===== config.mk =====
export PLATFORM = sky130hd
export DESIGN_NAME = fetch_unit_flat
export DESIGN_NICKNAME = d
export VERILOG_FILES = /design/src/rtl/fetch_unit_if.sv /design/src/rtl/fetch_unit.sv /design/src/flat_wrapper.sv
export SDC_FILE = /design/constraint.sdc
export NUM_CORES = 1
export LEC_CHECK = 0
export ABC_AREA = 1
export CAP_MARGIN = 10
export CORE_MARGIN = 5
export CORE_UTILIZATION = 45
export CTS_CLUSTER_SIZE = 12
export DETAILED_ROUTE_END_ITERATION = 10
export GPL_TIMING_DRIVEN = 0
export PLACE_DENSITY = 0.76
export SLEW_MARGIN = 20
export SYNTH_ARGS = -nofsm -noshare
export SYNTH_HDL_FRONTEND = slang
export SYNTH_SLANG_ARGS = --single-unit

===== constraint.sdc =====
create_clock -name Clk -period 4.7 [get_ports Clk]
set_input_delay 1.41 -clock Clk [delete_from_list [all_inputs] [get_ports Clk]]
set_output_delay 1.41 -clock Clk [all_outputs]
set_load 0.01 [all_outputs]

===== src/rtl/fetch_unit_if.sv =====
// Bus between the fetch unit and its memory/decode neighbours.
// The master modport is the fetch unit's side of the bus.
interface fetch_unit_if;
    logic        Start;
    logic [31:0] Instr;
    logic        InstrReady;
    logic        BranchEn;
    logic [31:0] BranchTarget;
    logic [31:0] ReadPC;
    logic [31:0] IR;
    logic [31:0] PCOut;
    logic        InstrValid;
    logic        Halted;
    logic        Fault;
    logic [31:0] InstrCount;

    modport master (
        input  Start, Instr, InstrReady, BranchEn, BranchTarget,
        output ReadPC, IR, PCOut, InstrValid, Halted, Fault, InstrCount
    );

    modport slave (
        output Start, Instr, InstrReady, BranchEn, BranchTarget,
        input  ReadPC, IR, PCOut, InstrValid, Halted, Fault, InstrCount
    );
endinterface


===== src/rtl/fetch_unit.sv =====
// Instruction fetch unit: IDLE/FETCH/VALID/HALT sequencer with branch redirect and a valid/ready handshake to decode.
// Optional macro HALT_ON_ZERO_EN: a fetched all-zero word halts the unit instead of being delivered.
module fetch_unit #(
    parameter int unsigned MEM_WORDS = 30,
    parameter logic [31:0] RESET_PC  = 32'd0
) (
    input  logic          Clk,
    input  logic          Reset,
    fetch_unit_if.master  bus
);

    typedef enum logic [1:0] {
        IDLE  = 2'd0,
        FETCH = 2'd1,
        VALID = 2'd2,
        HALT  = 2'd3
    } state_t;

    localparam logic [31:0] MEM_WORDS_W = 32'(MEM_WORDS);
    localparam logic [31:0] LAST_PC     = 32'(MEM_WORDS - 1);

    state_t      state_q, state_d;
    logic [31:0] pc_q, pc_d;
    logic [31:0] ir_q, ir_d;
    logic [31:0] pcout_q, pcout_d;
    logic [31:0] count_q, count_d;
    logic        fault_q, fault_d;
    logic        valid_q, halted_q;

    logic        branch_ok_s;
    logic        branch_bad_s;
    logic        handshake_s;
    logic        zero_halt_s;
    logic [31:0] next_pc_s;

    assign branch_ok_s  = bus.BranchEn && (bus.BranchTarget <  MEM_WORDS_W);
    assign branch_bad_s = bus.BranchEn && (bus.BranchTarget >= MEM_WORDS_W);
    assign handshake_s  = (state_q == VALID) && bus.InstrReady;
    assign next_pc_s    = (pc_q == LAST_PC) ? 32'd0 : (pc_q + 32'd1);

`ifdef HALT_ON_ZERO_EN
    assign zero_halt_s = (bus.Instr == 32'h0000_0000);
`else
    assign zero_halt_s = 1'b0;
`endif

    // State register
    always_ff @(posedge Clk) begin
        if (Reset) begin
            state_q <= IDLE;
        end else begin
            state_q <= state_d;
        end
    end

    // Next-state selection; a bad branch target wins over every other event
    always_comb begin
        state_d = state_q;
        case (state_q)
            IDLE, FETCH, VALID: begin
                if (branch_bad_s) begin
                    state_d = HALT;
                end else if (branch_ok_s) begin
                    state_d = FETCH;
                end else if (state_q == FETCH) begin
                    state_d = zero_halt_s ? HALT : VALID;
                end else if (state_q == VALID) begin
                    state_d = bus.InstrReady ? FETCH : VALID;
                end else begin
                    state_d = bus.Start ? FETCH : IDLE;
                end
            end
            HALT:    state_d = HALT;
            default: state_d = IDLE;
        endcase
    end

    // Datapath next values: PC, captured instruction, count and fault flag
    always_comb begin
        pc_d    = pc_q;
        ir_d    = ir_q;
        pcout_d = pcout_q;
        count_d = count_q;
        fault_d = fault_q;
        case (state_q)
            IDLE, FETCH, VALID: begin
                // An accepted instruction is counted even when a branch lands on the same edge
                if (handshake_s && !branch_bad_s) begin
                    count_d = count_q + 32'd1;
                end else begin
                    count_d = count_q;
                end
                if (branch_bad_s) begin
                    fault_d = 1'b1;
                end else if (branch_ok_s) begin
                    pc_d = bus.BranchTarget;
                end else if (state_q == FETCH) begin
                    ir_d    = zero_halt_s ? 32'd0 : bus.Instr;
                    pcout_d = pc_q;
                end else if (handshake_s) begin
                    pc_d = next_pc_s;
                end else begin
                    pc_d = pc_q;
                end
            end
            HALT: begin
                pc_d = pc_q;
            end
            default: begin
                pc_d = pc_q;
            end
        endcase
    end

    // Datapath and status-flag registers
    always_ff @(posedge Clk) begin
        if (Reset) begin
            pc_q     <= RESET_PC;
            ir_q     <= 32'd0;
            pcout_q  <= 32'd0;
            count_q  <= 32'd0;
            fault_q  <= 1'b0;
            valid_q  <= 1'b0;
            halted_q <= 1'b0;
        end else begin
            pc_q     <= pc_d;
            ir_q     <= ir_d;
            pcout_q  <= pcout_d;
            count_q  <= count_d;
            fault_q  <= fault_d;
            valid_q  <= (state_d == VALID);
            halted_q <= (state_d == HALT);
        end
    end

    assign bus.ReadPC     = pc_q;
    assign bus.IR         = ir_q;
    assign bus.PCOut      = pcout_q;
    assign bus.InstrCount = count_q;
    assign bus.Fault      = fault_q;
    assign bus.InstrValid = valid_q;
    assign bus.Halted     = halted_q;

endmodule


===== src/flat_wrapper.sv =====
// flat-port wrapper written by rule: the top's interface ports become plain ports
module fetch_unit_flat 
#(
    parameter int unsigned MEM_WORDS = 30,
    parameter logic [31:0] RESET_PC  = 32'd0
)
  (Clk, Reset, bus_Start, bus_Instr, bus_InstrReady, bus_BranchEn, bus_BranchTarget, bus_ReadPC, bus_IR, bus_PCOut, bus_InstrValid, bus_Halted, bus_Fault, bus_InstrCount);
  fetch_unit_if bus_i ();
  input  logic Clk;
  input  logic Reset;
  input wire logic [$bits(bus_i.Start)-1:0] bus_Start;
  input wire logic [$bits(bus_i.Instr)-1:0] bus_Instr;
  input wire logic [$bits(bus_i.InstrReady)-1:0] bus_InstrReady;
  input wire logic [$bits(bus_i.BranchEn)-1:0] bus_BranchEn;
  input wire logic [$bits(bus_i.BranchTarget)-1:0] bus_BranchTarget;
  output wire logic [$bits(bus_i.ReadPC)-1:0] bus_ReadPC;
  output wire logic [$bits(bus_i.IR)-1:0] bus_IR;
  output wire logic [$bits(bus_i.PCOut)-1:0] bus_PCOut;
  output wire logic [$bits(bus_i.InstrValid)-1:0] bus_InstrValid;
  output wire logic [$bits(bus_i.Halted)-1:0] bus_Halted;
  output wire logic [$bits(bus_i.Fault)-1:0] bus_Fault;
  output wire logic [$bits(bus_i.InstrCount)-1:0] bus_InstrCount;
  assign bus_i.Start = bus_Start;
  assign bus_i.Instr = bus_Instr;
  assign bus_i.InstrReady = bus_InstrReady;
  assign bus_i.BranchEn = bus_BranchEn;
  assign bus_i.BranchTarget = bus_BranchTarget;
  assign bus_ReadPC = bus_i.ReadPC;
  assign bus_IR = bus_i.IR;
  assign bus_PCOut = bus_i.PCOut;
  assign bus_InstrValid = bus_i.InstrValid;
  assign bus_Halted = bus_i.Halted;
  assign bus_Fault = bus_i.Fault;
  assign bus_InstrCount = bus_i.InstrCount;
  fetch_unit #(.MEM_WORDS(MEM_WORDS), .RESET_PC(RESET_PC)) u_core (.Clk(Clk), .Reset(Reset), .bus(bus_i));
endmodule

[Yosys cells after proc, flatten, opt, wreduce, memory -nomap -nowiden]
Cells that the tools add are included.
Storage, ports and cells
  register bits: 133
  output and inout bits: 131
  word-level logic and storage cells: 48
  bits of input ports: 69
Operators by class
  reduce and logical (&&, ||, !) cells: 11
  equal/unequal tests: 9
  magnitude comparators: 2
  bitwise logic cells: 3
  add/sub/neg operators: 2
  muxes and demuxes: 13
Operators by type and width (number)
  two-way mux 32 bit: 6
  adder 32 x 1 -> 32 bit, second input constant: 2
  == test 32 x 5 -> 1 bit, second input constant: 1
  greater-or-equal comparator 32 x 5 -> 1 bit, second input constant: 1
  less-than comparator 32 x 5 -> 1 bit, second input constant: 1
  two-way mux 2 bit: 5
  == test 2 bit, second input constant: 4
  AND reduction 4 bit: 2
  logical AND 1 bit: 4
  one-hot mux 2 bit (2 select lines): 1
  AND reduction 2 bit: 2
  inequality test 3 x 1 -> 1 bit, second input constant: 1
  inequality test 3 x 2 -> 1 bit, second input constant: 1
  NOT 1 bit: 3
  OR reduction 3 bit: 1
  == test 2 x 1 -> 1 bit, second input constant: 1
  zero test 2 bit: 1
  inequality test 2 bit, second input constant: 1
  zero test 1 bit: 1
  two-way mux 1 bit: 1

[Longest topological paths before layout]
Gate-level depths: netlist (run 1).
  word-level depth: 7
  mapped depth: 12
  depth with buffers taken out: 12

[Least setup slack after synthesis (run 1)]
No wires, ideal clock.
  path type: input -> register
  from: input bus_BranchTarget[30]
  to: register u_core.pc_q[16], in the netlist u_core.bus.ReadPC[16]
  library setup time: 0.113 ns
  slack: 2.198 ns
  path buffers: 2
  stages on the path: 12
  data arrival time: 2.390 ns
  path through: inv_1 nand2_1 nor2_1 nand2_1 nor2_2 nand4_1 buf_4 buf_4 nand2_1 inv_1 nor2_1 nor2_1
Between the ends
  word-level cells in the longest chain between the ends: 5
  elaborated cells between the ends (all ways): 11
  classes of those cells: order compare: 2; eq/ne: 3; mux: 3; reduce/logical: 3
RTL lines
  start, declared: RTL line flat_wrapper.sv:15  | input wire logic [$bits(bus_i.BranchTarget)-1:0] bus_BranchTarget;
  less-than comparator 32 x 5 -> 1 bit: RTL line fetch_unit.sv:36  | assign branch_ok_s = bus.BranchEn && (bus.BranchTarget < MEM_WORDS_W);
  logical AND 1 bit: RTL line fetch_unit.sv:36
  two-way mux 32 bit: RTL line fetch_unit.sv:95  | end else if (branch_ok_s) begin
  two-way mux 32 bit: RTL line fetch_unit.sv:93  | if (branch_bad_s) begin
  two-way mux 32 bit: RTL line fetch_unit.sv:85  | case (state_q)
  end signal, assigned: RTL line fetch_unit.sv:126  | pc_q <= pc_d;
  end, declared: RTL line fetch_unit.sv:23  | logic [31:0] pc_q, pc_d;
Parallel ways exist; a longest one is shown, timed or not. The select of a mux whose other input is x is not followed.
A chain may end at the register's enable or synchronous reset.

[Worst setup path in the final report (run 1)]
  from: register u_core.pc_q[16], in the netlist u_core.bus.ReadPC[16]
  to: output bus_ReadPC[16]
RTL lines
  end, declared: RTL line flat_wrapper.sv:16  | output wire logic [$bits(bus_i.ReadPC)-1:0] bus_ReadPC;
No word-level cell between the ends.

==> results of run 1 <==
==> power groups by stage <==
stage	Combinational, W	Sequential [W]	Clock [W]
global route	0.000544	0.00127	0.00148
floorplan	0.000212	0.00129	0
global placement	0.000479	0.00128	0
detailed placement	0.000486	0.00128	0
finish	0.000487	0.00126	0.00141
CTS	0.000490	0.00126	0.00142
==> layout make-up <==
cell class                 count  area (um2)
sequential                   133        2660
tap                          216         270
clock inverter                10         143
clock buffer                  22         494
timing repair buffer         197        1970
buffer                        47         211
multi-input combinational    849        3810
inverter                     153         574
fill                        1551        5740
==> cell families (layout without fill, tap and decap cells) <==
kind of cell / count (synthesis) / count (layout) / share of synthesized area [%]
AO/OA/AOI/OAI: 170 / 170 / 11.7
adder cells (fa/ha/maj): 3 / 3 / 0.517
flip-flops: 133 / 133 / 36.7
buffers and inverters: 200 / 429 / 10.8
AND/OR/NAND/NOR: 649 / 649 / 37.0
XOR/XNOR: 27 / 27 / 3.26
==> path summary, 6_finish.rpt <==
kind,startpoint,cells after the start,to,slack [ns]
max,u_core.bus.ReadPC[16]$_SDFFE_PP0P_,1,bus_ReadPC[16],1.75
min,u_core.bus.IR[8]$_SDFFE_PP0P_,2,u_core.bus.IR[8]$_SDFFE_PP0P_,0.44
max reg2reg,u_core.bus.InstrCount[0]$_SDFFE_PP0P_,9,u_core.bus.InstrCount[28]$_SDFFE_PP0P_,2.74
min reg2reg,u_core.bus.IR[8]$_SDFFE_PP0P_,2,u_core.bus.IR[8]$_SDFFE_PP0P_,0.44
==> layer usage <==
metal  share of wire, %  up-vias
met5                  0        -
li1                   -     4093
met2                 47      264
met1                 44     3699
met3                6.2       48
met4                2.7        0
==> synth_stat cells <==
master and count:
ha_1 3, nand3b_1 17, nor2_4 3, nor3_2 1
nor2_1 215, nor2_2 7, nand4_1 3, inv_1 152
buf_4 5, clkinv_1 1, nand2_4 1, clkbuf_1 27
xnor2_1 5, nor3_1 1, nand3_2 2, nand2_2 1
nand3_1 72, dfxtp_1 133, buf_1 2, xor2_1 22
o21ai_0 72, nand3_4 1, nand2_1 324, buf_2 13
a21oi_1 98, nand3b_2 1
==> stage by stage <==
step	util, %	total power (W)
after global routing	63.8	0.00329
final	63.8	0.00316
after CTS	63.8	0.00317
after detailed placement	59.8	0.00177
after global placement	59.8	0.00176
after floorplan	-	0.00151
==> cells in the final DEF, fill, tap and decap left out, types with 7 or more instances in the layout <==
cell type	n
dfxtp_1	133
nor2_2	7
clkbuf_1	27
a21oi_1	98
clkbuf_16	17
inv_1	152
xor2_1	22
nand3_1	72
buf_2	13
nand3b_1	17
clkdlybuf4s50_1	197
o21ai_0	72
nor2_1	215
nand2_1	324
==> registers in the layout, summed over array words and instances (netlist names) <==
register / flops
u_core.bus.Fault: 1
u_core.bus.Halted: 1
u_core.bus.IR: 32
u_core.bus.InstrCount: 32
u_core.bus.InstrValid: 1
u_core.bus.PCOut: 32
u_core.bus.ReadPC: 32
u_core.state_q: 2
==> impl_metrics.ini, run 1 <==
[critical_path]
path_delay_family = buffers and inverters
slowest_stage = clkdlybuf4s50_1
crit_fanout = 7
path_buf_inv = 1
cp_cell_sequence = clkdlybuf4s50_1
critPathLaunchType = flip-flop
crit_arrival_ns = 1.54
path_class = reg -> out
worst_setup_path_end_kind = output port
worstPathRequired_ns = 3.29
max_stage_delay_ns = 0.61

[yosys]
yosysWarningCount = 0
synth_top_area_cell = dfxtp_1
yosysSeqAreaShare_pct = 36.7
yosys.area.top_type_share_pct = 36.7
syn_nets = 1254
synth.distinct_cells = 26
postSynthAreaPerCell_um2 = 6.14
syn_area_mm2 = 0.00726
synth_cells = 1182
synthTopCellsByArea = dfxtp_1, nand2_1, nor2_1
ys_ff_latch = 133

[pwr]
power_density_mw_per_mm2 = 311
p_comb_share_pct = 15.4
clkPwrFrac_pct = 44.6
max-vdd-ir-drop_mv = 0.274
p_seq_share_pct = 39.9
p_sw_w = 0.000822
p_leak_nw = 4.13
swShare_pct = 26.0
p_int_w = 0.00234

[cts]
ctsHoldBuffers = 0
post_cts_buffers = 0
cts_resized = 0
clk_pin_slew_worst_paths_ns = 0.06
clk-insertion-delay-late_ns = 0.42
cts_sinks = 133
clockBufferDepth = 2
root_buffer = clkbuf_16
cts_tree = built
h-tree-depth = 4
tritoncts.num_buffers = 17

[sta]
worst_pin_slew_ns = 0.531
grt_setup_unrepaired = false
maxSlewHeadroom_pct = 64.6
fin_crit_ns = 2.95
fmax_mhz = 339
worst_slack_ns = 1.75
tns_ns = 0
hold_ws_ns = 0.439
fin_crit_sh_pct = 62.8
setup_violations = 0
hold_viol_final = 0
clock_skew_ns = 0.00799
final-max-slew-violation-count = 0

[route]
drc = 0
vias = 8104
wire_per_inst_um = 14.1
ant_nets = 0
viasPerCell = 4.98
firstDrtPassIters = 5
first_iter_violations = 471
routed_wl_um = 22900

[floorplanning]
core_mm2 = 0.0159
fp-row-count = 46
dieHeight_um = 137
io_pins = 200
die_area_mm2 = 0.0188
start_util_pct = 45.7
fp.dieW_um = 137

[global_route]
grt.total_usage_pct = 24.7
grt_pass1_wl_um = 37200
antenna_found_initial = 0
grt_util_met1_pct = 31.9
grt_overflow_total = 0
grt_max_degree = 17
top_usage_layer = met2
grt_pass1_vias = 7622
use_met3_pct = 5.33
met2_usage_pct = 41.1

[finish]
area_delta_synth_final_pct = 39.6
finalNonFillerCells = 1627
drive_gt1_share_pct = 4.75
layout.nets = 1470
diodes = 0
fin_area_mm2 = 0.0101

[flow_run]
cap_violations = 0

[placement]
globalplace.congestion = 0.927
place_hpwl_um = 17700
dp_cells = 1595
io_buffers = 197
post-place-ws_ns = 1.47
placed_cell_area_mm2 = 0.00950

[status]
status = completed

[min_path]
hold_path_class = reg -> reg
(Power assumes the default switching activity.)
==> run 2, diff against run 1 <==
- CORE_UTILIZATION: 45 -> 44
- PLACE_DENSITY: 0.76 -> 0.77
- clock period: 4.7 -> 2.7 ns (I/O delays scaled with it)
==> impl_metrics.ini, run 2 (synthesized netlist as in run 1, its figures left out) <==
[cts]
clk_pin_slew_worst_paths_ns = 0.06
root_buffer = clkbuf_16
ctsHoldBuffers = 0
cts_resized = 0
cts_sinks = 133
clk-insertion-delay-late_ns = 0.42
cts_tree = built
post_cts_buffers = 0
tritoncts.num_buffers = 17
clockBufferDepth = 2
h-tree-depth = 4

[sta]
final-max-slew-violation-count = 0
fmax_mhz = 428
worst_slack_ns = 0.366
fin_crit_ns = 2.33
worst_pin_slew_ns = 0.548
maxSlewHeadroom_pct = 63.5
setup_violations = 0
fin_crit_sh_pct = 86.4
hold_viol_final = 0
grt_setup_unrepaired = false
clock_skew_ns = 0.0123
hold_ws_ns = 0.441
tns_ns = 0

[floorplanning]
fp-row-count = 47
die_area_mm2 = 0.0192
io_pins = 200
dieHeight_um = 138
start_util_pct = 44.3
core_mm2 = 0.0164
fp.dieW_um = 138

[finish]
diodes = 0
layout.nets = 1470
area_delta_synth_final_pct = 39.3
final_cell_mix = nand2_1, nor2_1, clkdlybuf4s50_1
layout_commonest_cell = nand2_1
drive_gt1_share_pct = 4.39

[critical_path]
critPathLaunchType = flip-flop
max_stage_delay_ns = 0.60
path_buf_inv = 1
crit_arrival_ns = 1.52
crit_fanout = 6
cp_cell_sequence = clkdlybuf4s50_1
slowest_stage = clkdlybuf4s50_1
worst_setup_path_end_kind = output port
worstPathRequired_ns = 1.89
path_class = reg -> out
r2r_slack_ns = 0.69
path_delay_family = buffers and inverters

[placement]
place_hpwl_um = 17600
io_buffers = 197
globalplace.congestion = 0.931
post-place-ws_ns = 0.101

[global_route]
grt_pass1_wl_um = 37200
grt_max_degree = 17
grt.total_usage_pct = 23.4
antenna_found_initial = 0
grt_overflow_total = 0
grt_pass1_vias = 7429

[status]
status = completed

[route]
routed_wl_um = 23000
first_iter_violations = 698
ant_nets = 0
wire_per_inst_um = 14.1
firstDrtPassIters = 6
viasPerCell = 4.93
drc = 0
vias = 8045

[pwr]
power_density_mw_per_mm2 = 541
max-vdd-ir-drop_mv = 0.487
p_leak_nw = 4.12

[min_path]
hold_path_class = reg -> reg

[flow_run]
cap_violations = 0
[run 2: cell count changes in the layout (fill, tap and decap cells not counted)]
cell        delta
clkbuf_8       -4
bufinv_16      +1
clkinvlp_4     -3
clkinv_2       +2
clkbuf_1       +5
inv_6          -1
[run 2: power breakdown]
part,internal (W),switching (W),total (W)
Combinational,0.000413,0.000438,0.000851
Sequential,0.00208,0.000117,0.00219
Clock,0.00157,0.000864,0.00243
[run 2: path summary, 6_finish.rpt]
path | startpoint | to | cells after the start
setup reg to reg | u_core.bus.InstrCount[0]$_SDFFE_PP0P_ | u_core.bus.InstrCount[28]$_SDFFE_PP0P_ | 10
hold / removal | u_core.bus.PCOut[16]$_SDFFE_PP0P_ | u_core.bus.PCOut[16]$_SDFFE_PP0P_ | 2
hold reg to reg | u_core.bus.PCOut[16]$_SDFFE_PP0P_ | u_core.bus.PCOut[16]$_SDFFE_PP0P_ | 2
setup / recovery | u_core.bus.ReadPC[30]$_SDFFE_PP0P_ | bus_ReadPC[30] | 1
[run 2: through the flow]
stage | std cells | instance area, um2 | utilization, % | total power [W]
floorplan | 1182 | 7260 | - | 0.00262
global placement | 1599 | 9510 | 58.0 | 0.00306
detailed placement | 1599 | 9510 | 58.0 | 0.00308
CTS | 1631 | 10100 | 61.7 | 0.00549
global route | 1631 | 10100 | 61.7 | 0.00570
finish | 1631 | 10100 | 61.7 | 0.00548
[run 2: area by class of cell]
class / instances / area (um2)
clock buffer: 23 / 458
sequential: 133 / 2660
fill: 1567 / 6290
tap: 220 / 275
buffer: 47 / 211
timing repair buffer: 197 / 1970
clock inverter: 9 / 151
inverter: 153 / 574
multi-input combinational: 849 / 3810
[run 2: layer usage]
metal	part of all wire (%)	routed length (um)	GRT usage [%]	vias up
met4	3.0	691	9.26	0
met2	47	10900	38.9	278
met1	44	10100	30.5	3619
met3	5.5	1250	3.83	48
met5	0	0	0	-
li1	-	-	-	4100
[run 2: worst register-to-register path, delay by kind of cell, from the launching register on]
family	cells	cell delay [ns]
AND/OR/NAND/NOR	6	0.81
flip-flops	1	0.44
adder cells (fa/ha/maj)	1	0.35
buffers and inverters	2	0.19
AO/OA/AOI/OAI	1	0.07
